--- src/rtl/sound_synth_if.sv ---
// Event/timebase inputs and audio outputs of the sound generator.
interface sound_synth_if #(
  parameter int NUM_CH  = 2,
  parameter int NUM_EVT = 5
);
  localparam int LVL_W = $clog2(NUM_CH + 1);

  logic               hsync;
  logic               vsync;
  logic [NUM_EVT-1:0] ev;
  logic               audio;
  logic [LVL_W-1:0]   audio_lvl;
  logic [NUM_CH-1:0]  busy;

  modport master (output hsync, vsync, ev, input audio, audio_lvl, busy);
  modport slave  (input hsync, vsync, ev, output audio, audio_lvl, busy);
endinterface

--- src/rtl/sound_synth.sv ---
// Multi-voice event sound generator.
// Game events pick a voice and a tone program from parameter tables; each voice
// is a square wave whose pitch is counted in hsync edges and duration in frames.

// One voice: pitch divider, frame counter and tone program (TONE/SWEEP/PULSE).
module sound_voice #(
  parameter int PER_W = 4,
  parameter int LEN_W = 5
) (
  input  logic             clk,
  input  logic             rst_n,
  input  logic             hs_t,
  input  logic             vs_t,
  input  logic             start,
  input  logic [1:0]       st_mode,
  input  logic [PER_W-1:0] st_period,
  input  logic [LEN_W-1:0] st_len,
  output logic             active,
  output logic [1:0]       mode_nxt,
  output logic             sq_nxt
);
  localparam logic [1:0] M_OFF   = 2'd0;
  localparam logic [1:0] M_SWEEP = 2'd2;
  localparam logic [1:0] M_PULSE = 2'd3;
  localparam int         DIV_W   = PER_W + 4;

  logic [1:0]       mode;
  logic [PER_W-1:0] period, period_nxt;
  logic [LEN_W-1:0] len, len_nxt, frame, frame_nxt;
  logic [DIV_W-1:0] div, div_nxt;
  logic             sq;
  logic             wrap, audible;

  assign active = (mode != M_OFF);

  // Next state: divider first, then a start or a frame step; a start wins over frame updates.
  always_comb begin
    mode_nxt   = mode;
    period_nxt = period;
    len_nxt    = len;
    frame_nxt  = frame;
    div_nxt    = div;
    sq_nxt     = sq;
    wrap       = (div == {period, 4'hF});
    audible    = (mode != M_OFF) && !((mode == M_PULSE) && frame[2]);
    // Divider free-runs even when silent; a start keeps its phase so there is no click.
    // If the period shrank below div, div rolls over at all-ones without toggling.
    if (hs_t) begin
      div_nxt = wrap ? '0 : div + DIV_W'(1);
      if (wrap) sq_nxt = ~sq & audible;
    end
    if (start) begin
      mode_nxt   = st_mode;
      period_nxt = st_period;
      len_nxt    = (st_len == '0) ? LEN_W'(1) : st_len;
      frame_nxt  = '0;
    end else if (vs_t && (mode != M_OFF)) begin
      if (frame == len - LEN_W'(1)) begin
        mode_nxt = M_OFF;
        sq_nxt   = 1'b0;
      end else begin
        frame_nxt = frame + LEN_W'(1);
      end
      // Sweep rises for the first half of the note and falls after, clamped at both ends;
      // it also steps on the final frame, so the parked divider keeps that last period.
      if (mode == M_SWEEP) begin
        if (frame < (len >> 1)) begin
          if (period != '1) period_nxt = period + PER_W'(1);
        end else if (period != '0) begin
          period_nxt = period - PER_W'(1);
        end
      end
    end
  end

  // Voice state registers.
  always_ff @(posedge clk or negedge rst_n) begin
    if (!rst_n) begin
      mode   <= M_OFF;
      period <= '0;
      len    <= '0;
      frame  <= '0;
      div    <= '0;
      sq     <= 1'b0;
    end else begin
      mode   <= mode_nxt;
      period <= period_nxt;
      len    <= len_nxt;
      frame  <= frame_nxt;
      div    <= div_nxt;
      sq     <= sq_nxt;
    end
  end
endmodule

module sound_synth #(
  parameter int                       NUM_CH     = 2,
  parameter int                       NUM_EVT    = 5,
  parameter int                       PER_W      = 4,
  parameter int                       LEN_W      = 5,
  parameter int                       CH_W       = ($clog2(NUM_CH) > 1) ? $clog2(NUM_CH) : 1,
  parameter logic [NUM_EVT*PER_W-1:0] EVT_PERIOD = 20'h54339,
  parameter logic [NUM_EVT*LEN_W-1:0] EVT_LEN    = {5'd4, 5'd4, 5'd24, 5'd24, 5'd24},
  parameter logic [NUM_EVT*2-1:0]     EVT_MODE   = 10'b01_01_10_11_11,
  parameter logic [NUM_EVT*CH_W-1:0]  EVT_CH     = 5'b11000,
  parameter logic [NUM_EVT-1:0]       EVT_PRE    = 5'b00111
) (
  input logic          clk,
  input logic          rst_n,
  sound_synth_if.slave bus
);
  localparam int LVL_W = $clog2(NUM_CH + 1);

  logic                         prev_hsync, prev_vsync, hs_t, vs_t;
  logic [NUM_CH-1:0]            start_v, active_v, sq_nxt_v;
  logic [NUM_CH-1:0][1:0]       st_mode_v, mode_nxt_v;
  logic [NUM_CH-1:0][PER_W-1:0] st_per_v;
  logic [NUM_CH-1:0][LEN_W-1:0] st_len_v;
  logic                         hit, hit_pre;
  logic                         audio_q;
  logic [LVL_W-1:0]             lvl_q, lvl_nxt;
  logic [NUM_CH-1:0]            busy_q, busy_nxt;

  // Timebase edge detectors.
  always_ff @(posedge clk or negedge rst_n) begin
    if (!rst_n) begin
      prev_hsync <= 1'b0;
      prev_vsync <= 1'b0;
    end else begin
      prev_hsync <= bus.hsync;
      prev_vsync <= bus.vsync;
    end
  end

  assign hs_t = bus.hsync & ~prev_hsync;
  assign vs_t = bus.vsync & ~prev_vsync;

  // Dispatch: per voice, the lowest-index enabled event aimed at it is the candidate;
  // scanning downward lets the lowest index overwrite the rest.
  always_comb begin
    start_v   = '0;
    st_mode_v = '0;
    st_per_v  = '0;
    st_len_v  = '0;
    hit       = 1'b0;
    hit_pre   = 1'b0;
    for (int v = 0; v < NUM_CH; v++) begin
      hit     = 1'b0;
      hit_pre = 1'b0;
      for (int e = NUM_EVT - 1; e >= 0; e--) begin
        if (bus.ev[e] && (EVT_CH[e*CH_W +: CH_W] == CH_W'(v)) && (EVT_MODE[e*2 +: 2] != 2'd0)) begin
          hit          = 1'b1;
          hit_pre      = EVT_PRE[e];
          st_mode_v[v] = EVT_MODE[e*2 +: 2];
          st_per_v[v]  = EVT_PERIOD[e*PER_W +: PER_W];
          st_len_v[v]  = EVT_LEN[e*LEN_W +: LEN_W];
        end
      end
      start_v[v] = hit && (hit_pre || !active_v[v]);
    end
  end

  for (genvar v = 0; v < NUM_CH; v++) begin : g_voice
    sound_voice #(.PER_W(PER_W), .LEN_W(LEN_W)) u_voice (
      .clk      (clk),
      .rst_n    (rst_n),
      .hs_t     (hs_t),
      .vs_t     (vs_t),
      .start    (start_v[v]),
      .st_mode  (st_mode_v[v]),
      .st_period(st_per_v[v]),
      .st_len   (st_len_v[v]),
      .active   (active_v[v]),
      .mode_nxt (mode_nxt_v[v]),
      .sq_nxt   (sq_nxt_v[v])
    );
  end

  // Mix: level count and busy flags from the voices' next state.
  always_comb begin
    lvl_nxt  = '0;
    busy_nxt = '0;
    for (int v = 0; v < NUM_CH; v++) begin
      lvl_nxt     = lvl_nxt + LVL_W'(sq_nxt_v[v]);
      busy_nxt[v] = (mode_nxt_v[v] != 2'd0);
    end
  end

  // Output registers, cleared asynchronously so reset silences the pin at once.
  always_ff @(posedge clk or negedge rst_n) begin
    if (!rst_n) begin
      audio_q <= 1'b0;
      lvl_q   <= '0;
      busy_q  <= '0;
    end else begin
      audio_q <= |sq_nxt_v;
      lvl_q   <= lvl_nxt;
      busy_q  <= busy_nxt;
    end
  end

  assign bus.audio     = audio_q;
  assign bus.audio_lvl = lvl_q;
  assign bus.busy      = busy_q;
endmodule

--- src/flat_wrapper.sv ---
// flat-port wrapper written by rule: the top's interface ports become plain ports
module sound_synth_flat 
#(
  parameter int                       NUM_CH     = 2,
  parameter int                       NUM_EVT    = 5,
  parameter int                       PER_W      = 4,
  parameter int                       LEN_W      = 5,
  parameter int                       CH_W       = ($clog2(NUM_CH) > 1) ? $clog2(NUM_CH) : 1,
  parameter logic [NUM_EVT*PER_W-1:0] EVT_PERIOD = 20'h54339,
  parameter logic [NUM_EVT*LEN_W-1:0] EVT_LEN    = {5'd4, 5'd4, 5'd24, 5'd24, 5'd24},
  parameter logic [NUM_EVT*2-1:0]     EVT_MODE   = 10'b01_01_10_11_11,
  parameter logic [NUM_EVT*CH_W-1:0]  EVT_CH     = 5'b11000,
  parameter logic [NUM_EVT-1:0]       EVT_PRE    = 5'b00111
)
  (clk, rst_n, bus_hsync, bus_vsync, bus_ev, bus_audio, bus_audio_lvl, bus_busy);
  sound_synth_if #(.NUM_CH(NUM_CH), .NUM_EVT(NUM_EVT)) bus_i ();
  input logic clk;
  input logic rst_n;
  input wire logic [$bits(bus_i.hsync)-1:0] bus_hsync;
  input wire logic [$bits(bus_i.vsync)-1:0] bus_vsync;
  input wire logic [$bits(bus_i.ev)-1:0] bus_ev;
  output wire logic [$bits(bus_i.audio)-1:0] bus_audio;
  output wire logic [$bits(bus_i.audio_lvl)-1:0] bus_audio_lvl;
  output wire logic [$bits(bus_i.busy)-1:0] bus_busy;
  assign bus_i.hsync = bus_hsync;
  assign bus_i.vsync = bus_vsync;
  assign bus_i.ev = bus_ev;
  assign bus_audio = bus_i.audio;
  assign bus_audio_lvl = bus_i.audio_lvl;
  assign bus_busy = bus_i.busy;
  sound_synth #(.NUM_CH(NUM_CH), .NUM_EVT(NUM_EVT), .PER_W(PER_W), .LEN_W(LEN_W), .CH_W(CH_W), .EVT_PERIOD(EVT_PERIOD), .EVT_LEN(EVT_LEN), .EVT_MODE(EVT_MODE), .EVT_CH(EVT_CH), .EVT_PRE(EVT_PRE)) u_core (.clk(clk), .rst_n(rst_n), .bus(bus_i));
endmodule
--- config.mk ---
export PLATFORM = sky130hd
export DESIGN_NAME = sound_synth_flat
export DESIGN_NICKNAME = d
export VERILOG_FILES = /design/src/rtl/sound_synth_if.sv /design/src/rtl/sound_synth.sv /design/src/flat_wrapper.sv
export SDC_FILE = /design/constraint.sdc
export NUM_CORES = 1
export LEC_CHECK = 0
export ABC_AREA = 1
export CAP_MARGIN = 10
export CORE_MARGIN = 2
export CORE_UTILIZATION = 41
export CTS_CLUSTER_SIZE = 10
export DETAILED_ROUTE_END_ITERATION = 12
export HOLD_SLACK_MARGIN = 0.15
export SETUP_SLACK_MARGIN = 0.1
export SYNTH_ARGS = -nofsm -noshare
export SYNTH_HDL_FRONTEND = slang
export SYNTH_SLANG_ARGS = --single-unit
--- constraint.sdc ---
create_clock -name clk -period 1.99 [get_ports clk]
set_clock_uncertainty 0.05 [all_clocks]
set_input_delay 0.398 -clock clk [delete_from_list [all_inputs] [get_ports clk]]
set_output_delay 0.398 -clock clk [all_outputs]
set_load 0.05 [all_outputs]
==> flow_summary_export.csv, run 1 <==
group,metric,value,unit
routing,drtIter0Drc,133,
clock_tree,clkSlewWorstSetupHoldPaths,0.09,ns
critical_path,crit_path_top_delay_cell,"dfrtp_1",
synthesis,synth_top_cell_area_share,0.419,
synthesis,synth.most_common_cell,"nand2_1",
placement,dp_hpwl,4.57,mm
final_layout,multi_input_area,1600,um^2
global_routing,grt_overflow_total,0,
final_layout,seq_area,1280,um^2
timing,fin_setup_tns,0,ns
final_layout,antenna_cells,0,
clock_tree,htree_levels,2,
synthesis,syn_area,3050,um^2
synthesis,synthArstFlopShare,1.00,
power_and_ir_drop,pwr-share-comb,0.384,
timing,holdWs,0.454,ns
synthesis,synth_ff_type,"dfrtp_1",
die,num_rows,31,
synthesis,yosys-top-cells-count,"nand2_1 (94), inv_1 (59), dfrtp_1 (51)",
power_and_ir_drop,swShare,0.384,
routing,vias,2509,
power_and_ir_drop,peakVddDrop,0.000409,V
timing,rsz0062_at_grt,"yes",
routing,viasPerCell,4.76,
synthesis,synth_edf_count,0,
critical_path,path_max_fanout,4,
timing,max_clock_freq,549,MHz
die,die_h,90.2,um
synthesis,ys_top_cells_by_area,"dfrtp_1 (42%), nand2_1 (12%), inv_1 (7.3%)",
timing,maxSlewViolCount,0,
clock_tree,root_buffer,"clkbuf_8",
critical_path,critPathKind,"flop to flop",
final_layout,drive_gt1_frac,0.166,
synthesis,syn_nets,407,
worst_hold_path,whs_path_depth,1,
critical_path,startpoint_type,"flop",
power_and_ir_drop,p_switching,1.47,mW
final_layout,nets,451,
timing,finalSetupViolCount,0,
worst_hold_path,min_path_type,"flop to flop",
routing,ant_nets,0,
timing,finalHoldViolCount,0,
global_routing,grt_max_degree,35,
critical_path,r2r_cells,7,
power_and_ir_drop,power_frac_clock,0.226,
die,die_x,90.2,um
run_status,status,"finished clean",
die,start_util,0.422,
die,die_area,8140,um^2
critical_path,cp_slowest_stage_delay,0.39,ns
clock_tree,clk_path_buf_depth,2,
critical_path,arrival,2.00,ns
global_routing,grt_usage,0.162,
final_layout,area_growth,21.9,%
placement,port_buffers,13,
power_and_ir_drop,seq_power_share,0.390,
routing,drc,0,
timing,fin_crit,1.82,ns
critical_path,cp-end-kind,"flop",
synthesis,yosysSeqAreaShare,0.419,
routing,drt-total-wl,6.10,mm
critical_path,path_cells,"ha_1 > nand2_2 > nand2_4 > fa_2 > xnor2_2 > or2_0 > o21ai_1",
clock_tree,cts_tree,"done",
synthesis,postSynthAreaPerCell,7.95,um^2
die,core,7210,um^2
final_layout,nFillCells,713,
timing,worst_slew_pin_slew,0.490,ns
routing,wl_per_cell,11.6,um
power_and_ir_drop,p_leak,1.94,nW
synthesis,yosysTopAreaCell,"dfrtp_1",
clock_tree,cts_sinks,51,
global_routing,grt_antenna_before_repair,0,
power_and_ir_drop,p_per_area,1030,nW/um^2
global_routing,grt_pass1_vias,2420,
power_and_ir_drop,cellInternalPower,2.36,mW
die,io_pins,14,
global_routing,grt_first_pass_wirelength,10.8,mm
clock_tree,numCtsBuffers,5,
clock_tree,clock_latency,0.31,ns
synthesis,ys_types,36,
synthesis,ys_warn_count,0,
routing,drt_first_pass_iters,4,
critical_path,cp.required,2.17,ns
placement,routabilityCongestion,0.767,
run,cap_viol_max_count,0,
timing,fin_crit_sh,0.915,
timing,slew_headroom,0.675,
synthesis,syn_inst,383,
synthesis,ys_seq_elements,51,
==> per-stage QoR <==
stage	setup WS (ns)	instance area, um^2	power [mW]	instances	util
global placement	0.00251	3460	2.96	514	0.480
detailed placement	-0.0442	3460	3.00	514	0.480
CTS	0.0909	3630	3.86	523	0.503
finish	0.170	3710	3.84	527	0.515
floorplan	0.103	3050	2.59	383	-
global route	0.0741	3710	4.18	527	0.515
==> metal layers <==
metal	wire (um)	global-route usage
met1	2980	0.214
met2	2940	0.275
met3	119	0.0251
met4	62	0.0474
met5	0	0
==> worst paths after layout <==
kind	slack, ns	to	from
setup / recovery	0.17	u_core.g_voice[0].u_voice.period[2]	u_core.g_voice[0].u_voice.frame[3]
min in group asynchronous	0.50	u_core.g_voice[1].u_voice.frame[0]	rst_n
hold reg to reg	0.45	u_core.g_voice[0].u_voice.div[2]	u_core.g_voice[0].u_voice.div[2]
max in group asynchronous	0.86	u_core.g_voice[0].u_voice.period[1]	rst_n
setup reg to reg	0.17	u_core.g_voice[0].u_voice.period[2]	u_core.g_voice[0].u_voice.frame[3]
hold / removal	0.45	u_core.g_voice[0].u_voice.div[2]	u_core.g_voice[0].u_voice.div[2]
==> critical path, delay by kind of cell (launching register included) <==
family,cells,cell delay [ns]
AO/OA/AOI/OAI,1,0.11
XOR/XNOR,1,0.14
adder cells (fa/ha/maj),2,0.70
flip-flops,1,0.39
AND/OR/NAND/NOR,3,0.37
==> what timing repair did <==
action	CTS	global route
endpoints found under the hold margin	17	0
gates resized for setup	10	10
hold buffers	1	0
buffers inserted	0	4
pin swaps	0	10
setup endpoints to repair	7	9
==> registers in the layout (all words and copies together), names as in the netlist <==
register / cells
u_core.prev_vsync: 1
u_core.g_voice.u_voice.period: 8
u_core.prev_hsync: 1
u_core.g_voice.u_voice.div: 16
u_core.g_voice.u_voice.sq: 2
u_core.g_voice.u_voice.len: 4
u_core.bus.busy: 2
u_core.bus.audio: 1
u_core.bus.audio_lvl: 2
u_core.g_voice.u_voice.frame: 10
u_core.g_voice.u_voice.mode: 4
==> kinds of logic after synthesis <==
| family | synth area share |
|---|---|
| flip-flops | 0.419 |
| AO/OA/AOI/OAI | 0.0686 |
| adder cells (fa/ha/maj) | 0.0665 |
| XOR/XNOR | 0.0546 |
| AND/OR/NAND/NOR | 0.306 |
| buffers and inverters | 0.0850 |
==> cell type report <==
cell class	count	area share
multi-input combinational	265	0.430
clock buffer	5	0.0185
clock inverter	3	0.0182
inverter	63	0.0637
tap	99	0.0333
sequential	51	0.344
timing repair buffer	41	0.0926
==> cells in the final DEF (no fill, tap or decap), drive strengths merged <==
cell,instances
nor3,7
xnor2,7
o31ai,1
a21oi,10
dfrtp,51
fa,2
o21ai,20
nand4,16
clkinv,1
nor2,31
bufinv,2
xor2,12
clkbuf,5
ha,13
dlygate4sd2,5
o22ai,1
and3,2
dlygate4sd3,1
a21o,1
nand3b,2
o21bai,1
clkdlybuf4s50,7
nand2,96
or2,5
nand3,37
inv,62
buf,28
clkinvlp,1
o211ai,1
==> power groups by stage <==
stage | sequential (mW) | clock [mW] | combinational, mW
after global placement | 1.52 | 0 | 1.44
final | 1.50 | 0.867 | 1.47
after global routing | 1.54 | 0.939 | 1.70
after CTS | 1.50 | 0.894 | 1.46
after floorplan | 1.58 | 0 | 1.01
after detailed placement | 1.52 | 0 | 1.48
Power figures use the tool's default switching activity.
==> run 2, diff against run 1 <==
CORE_ASPECT_RATIO = 1.2   (was not set)
CORE_UTILIZATION = 39   (was 41)
==> flow_summary_export.csv, run 2 (same netlist as run 1, synthesis figures left out) <==
group,metric,value,unit
routing,viasPerCell,4.85,
die,io_pins,14,
clock_tree,cts_tree,"done",
global_routing,grt_first_pass_wirelength,10.7,mm
critical_path,arrival,1.97,ns
critical_path,critPathKind,"flop to flop",
timing,max_clock_freq,548,MHz
global_routing,grt_antenna_before_repair,0,
routing,drt-total-wl,6.11,mm
timing,slew_headroom,0.667,
critical_path,ff2ff_setup_slack,0.16,ns
global_routing,grt_usage,0.155,
power_and_ir_drop,swShare,0.397,
routing,ant_nets,0,
final_layout,top_register,"u_core.g_voice.u_voice.div",
global_routing,grt_max_degree,52,
worst_hold_path,whs_path_depth,1,
worst_hold_path,min_path_type,"flop to flop",
run_status,status,"finished clean",
critical_path,cp.required,2.13,ns
placement,dpl_cell_area,3440,um^2
final_layout,nets,454,
clock_tree,clkSlewWorstSetupHoldPaths,0.10,ns
power_and_ir_drop,p_leak,1.93,nW
timing,finalHoldViolCount,0,
power_and_ir_drop,seq_power_share,0.399,
final_layout,final_cell_mix,"nand2_1 (89), inv_1 (56), dfrtp_1 (49)",
timing,finalSetupViolCount,0,
placement,dp_hpwl,4.45,mm
die,num_rows,35,
clock_tree,clock_latency,0.31,ns
clock_tree,numCtsBuffers,5,
run,cap_viol_max_count,0,
final_layout,largest_register_ff_count,16,
timing,fin_crit_sh,0.918,
clock_tree,root_buffer,"clkbuf_8",
placement,routabilityCongestion,0.805,
power_and_ir_drop,peakVddDrop,0.000494,V
timing,rsz0062_at_grt,"yes",
global_routing,grt_overflow_total,0,
final_layout,area_growth,22.4,%
routing,drt_first_pass_iters,4,
power_and_ir_drop,power_frac_clock,0.193,
routing,drtIter0Drc,120,
clock_tree,htree_levels,2,
power_and_ir_drop,p_per_area,1010,nW/um^2
placement,port_buffers,13,
die,die_h,101,um
final_layout,finalInstanceArea,3730,um^2
clock_tree,clk_path_buf_depth,2,
timing,maxSlewViolCount,0,
power_and_ir_drop,pwr-share-comb,0.408,
routing,wl_per_cell,11.7,um
die,start_util,0.400,
routing,drc,0,
final_layout,reg_top3,"u_core.g_voice.u_voice.div: 16 flops, u_core.g_voice.u_voice.frame: 10 flops, u_core.g_voice.u_voice.period: 8 flops",
power_and_ir_drop,p_switching,1.50,mW
critical_path,r2r_cells,9,
critical_path,cp-end-kind,"flop",
final_layout,postLayoutCoreUtil,0.489,
die,die_area,8540,um^2
critical_path,path_max_fanout,2,
timing,worst_slew_pin_slew,0.499,ns
final_layout,layout_commonest_cell,"nand2_1",
die,die_x,84.7,um
die,core,7620,um^2
critical_path,startpoint_type,"flop",
final_layout,drive_gt1_frac,0.193,
clock_tree,cts_sinks,51,
power_and_ir_drop,cellInternalPower,2.28,mW
timing,fin_crit,1.83,ns
global_routing,grt_pass1_vias,2438,
final_layout,antenna_cells,0,
routing,vias,2534,
-- run 2: changes by cell type in the layout (fill, tap and decap cells not counted), sizes merged --
cell,delta
dlygate4sd2,-1
dlymetal6s2s,+1
buf,+3
bufinv,-1
-- run 2: routing by layer --
metal | wire length, um | up-vias | track usage | part of all wire
met2 | 3110 | 18 | 0.273 | 0.51
li1 | - | 1313 | - | -
met1 | 2810 | 1197 | 0.195 | 0.46
met5 | 0 | - | 0 | 0
met3 | 124 | 6 | 0.0270 | 0.020
met4 | 70 | 0 | 0.0440 | 0.011
-- run 2: path summary, 6_finish.rpt --
check	from	end
worst max-delay path	u_core.g_voice[1].u_voice.len[2]	u_core.bus.audio_lvl[0]
worst min-delay path	u_core.g_voice[0].u_voice.div[2]	u_core.g_voice[0].u_voice.div[2]
worst max register to register	u_core.g_voice[1].u_voice.len[2]	u_core.bus.audio_lvl[0]
worst min register to register	u_core.g_voice[0].u_voice.div[2]	u_core.g_voice[0].u_voice.div[2]
max in group asynchronous	rst_n	u_core.g_voice[0].u_voice.div[0]
min in group asynchronous	rst_n	u_core.bus.busy[1]
-- run 2: power by group through the flow --
stage          clock network [mW]  logic [mW]  registers, mW
6_report                    0.731        1.54           1.51
5_1_grt                     0.794        1.75           1.55
4_1_cts                     0.751        1.46           1.50
3_5_place_dp                    0        1.47           1.53
3_3_place_gp                    0        1.44           1.52
2_1_floorplan                   0        1.01           1.58
-- run 2: cell type report --
type / count / area [um^2]
fillers: 786 / 3890
inverters: 63 / 236
repair buffers: 44 / 370
clock buffers: 5 / 68.8
multi-input cells: 265 / 1620
well taps: 92 / 115
clock inverters: 2 / 37.5
flip-flops and latches: 51 / 1280
-- run 2: critical path: stages (launching register included) --
cell     delay [ns]
dfrtp_1        0.41
inv_1          0.07
ha_1           0.28
xnor2_1        0.16
nor2_4         0.11
nand3_4        0.07
nor3_2         0.16
inv_1          0.06
nand3_1        0.08
ha_1           0.24
-- run 2: timing repair --
action                                 CTS  global route
pin swaps                                5            16
buffers inserted                         1             8
resized for setup                       11            21
hold buffers                             1             0
endpoints found under the hold margin   51             0
setup endpoints to repair                7            10
-- run 2: per-stage QoR --
step                      power [mW]  setup slack [ns]  cells  hold WS (ns)  TNS [ns]
after floorplan                 2.59             0.103    383        0.0524         0
after global placement          2.96           -0.0143    505         0.363   -0.0143
after detailed placement        3.00           -0.0684    505         0.367   -0.0817
after CTS                       3.71            0.0749    514         0.466         0
after global routing            4.10            0.0586    522         0.475         0
final                           3.78             0.164    522         0.460         0
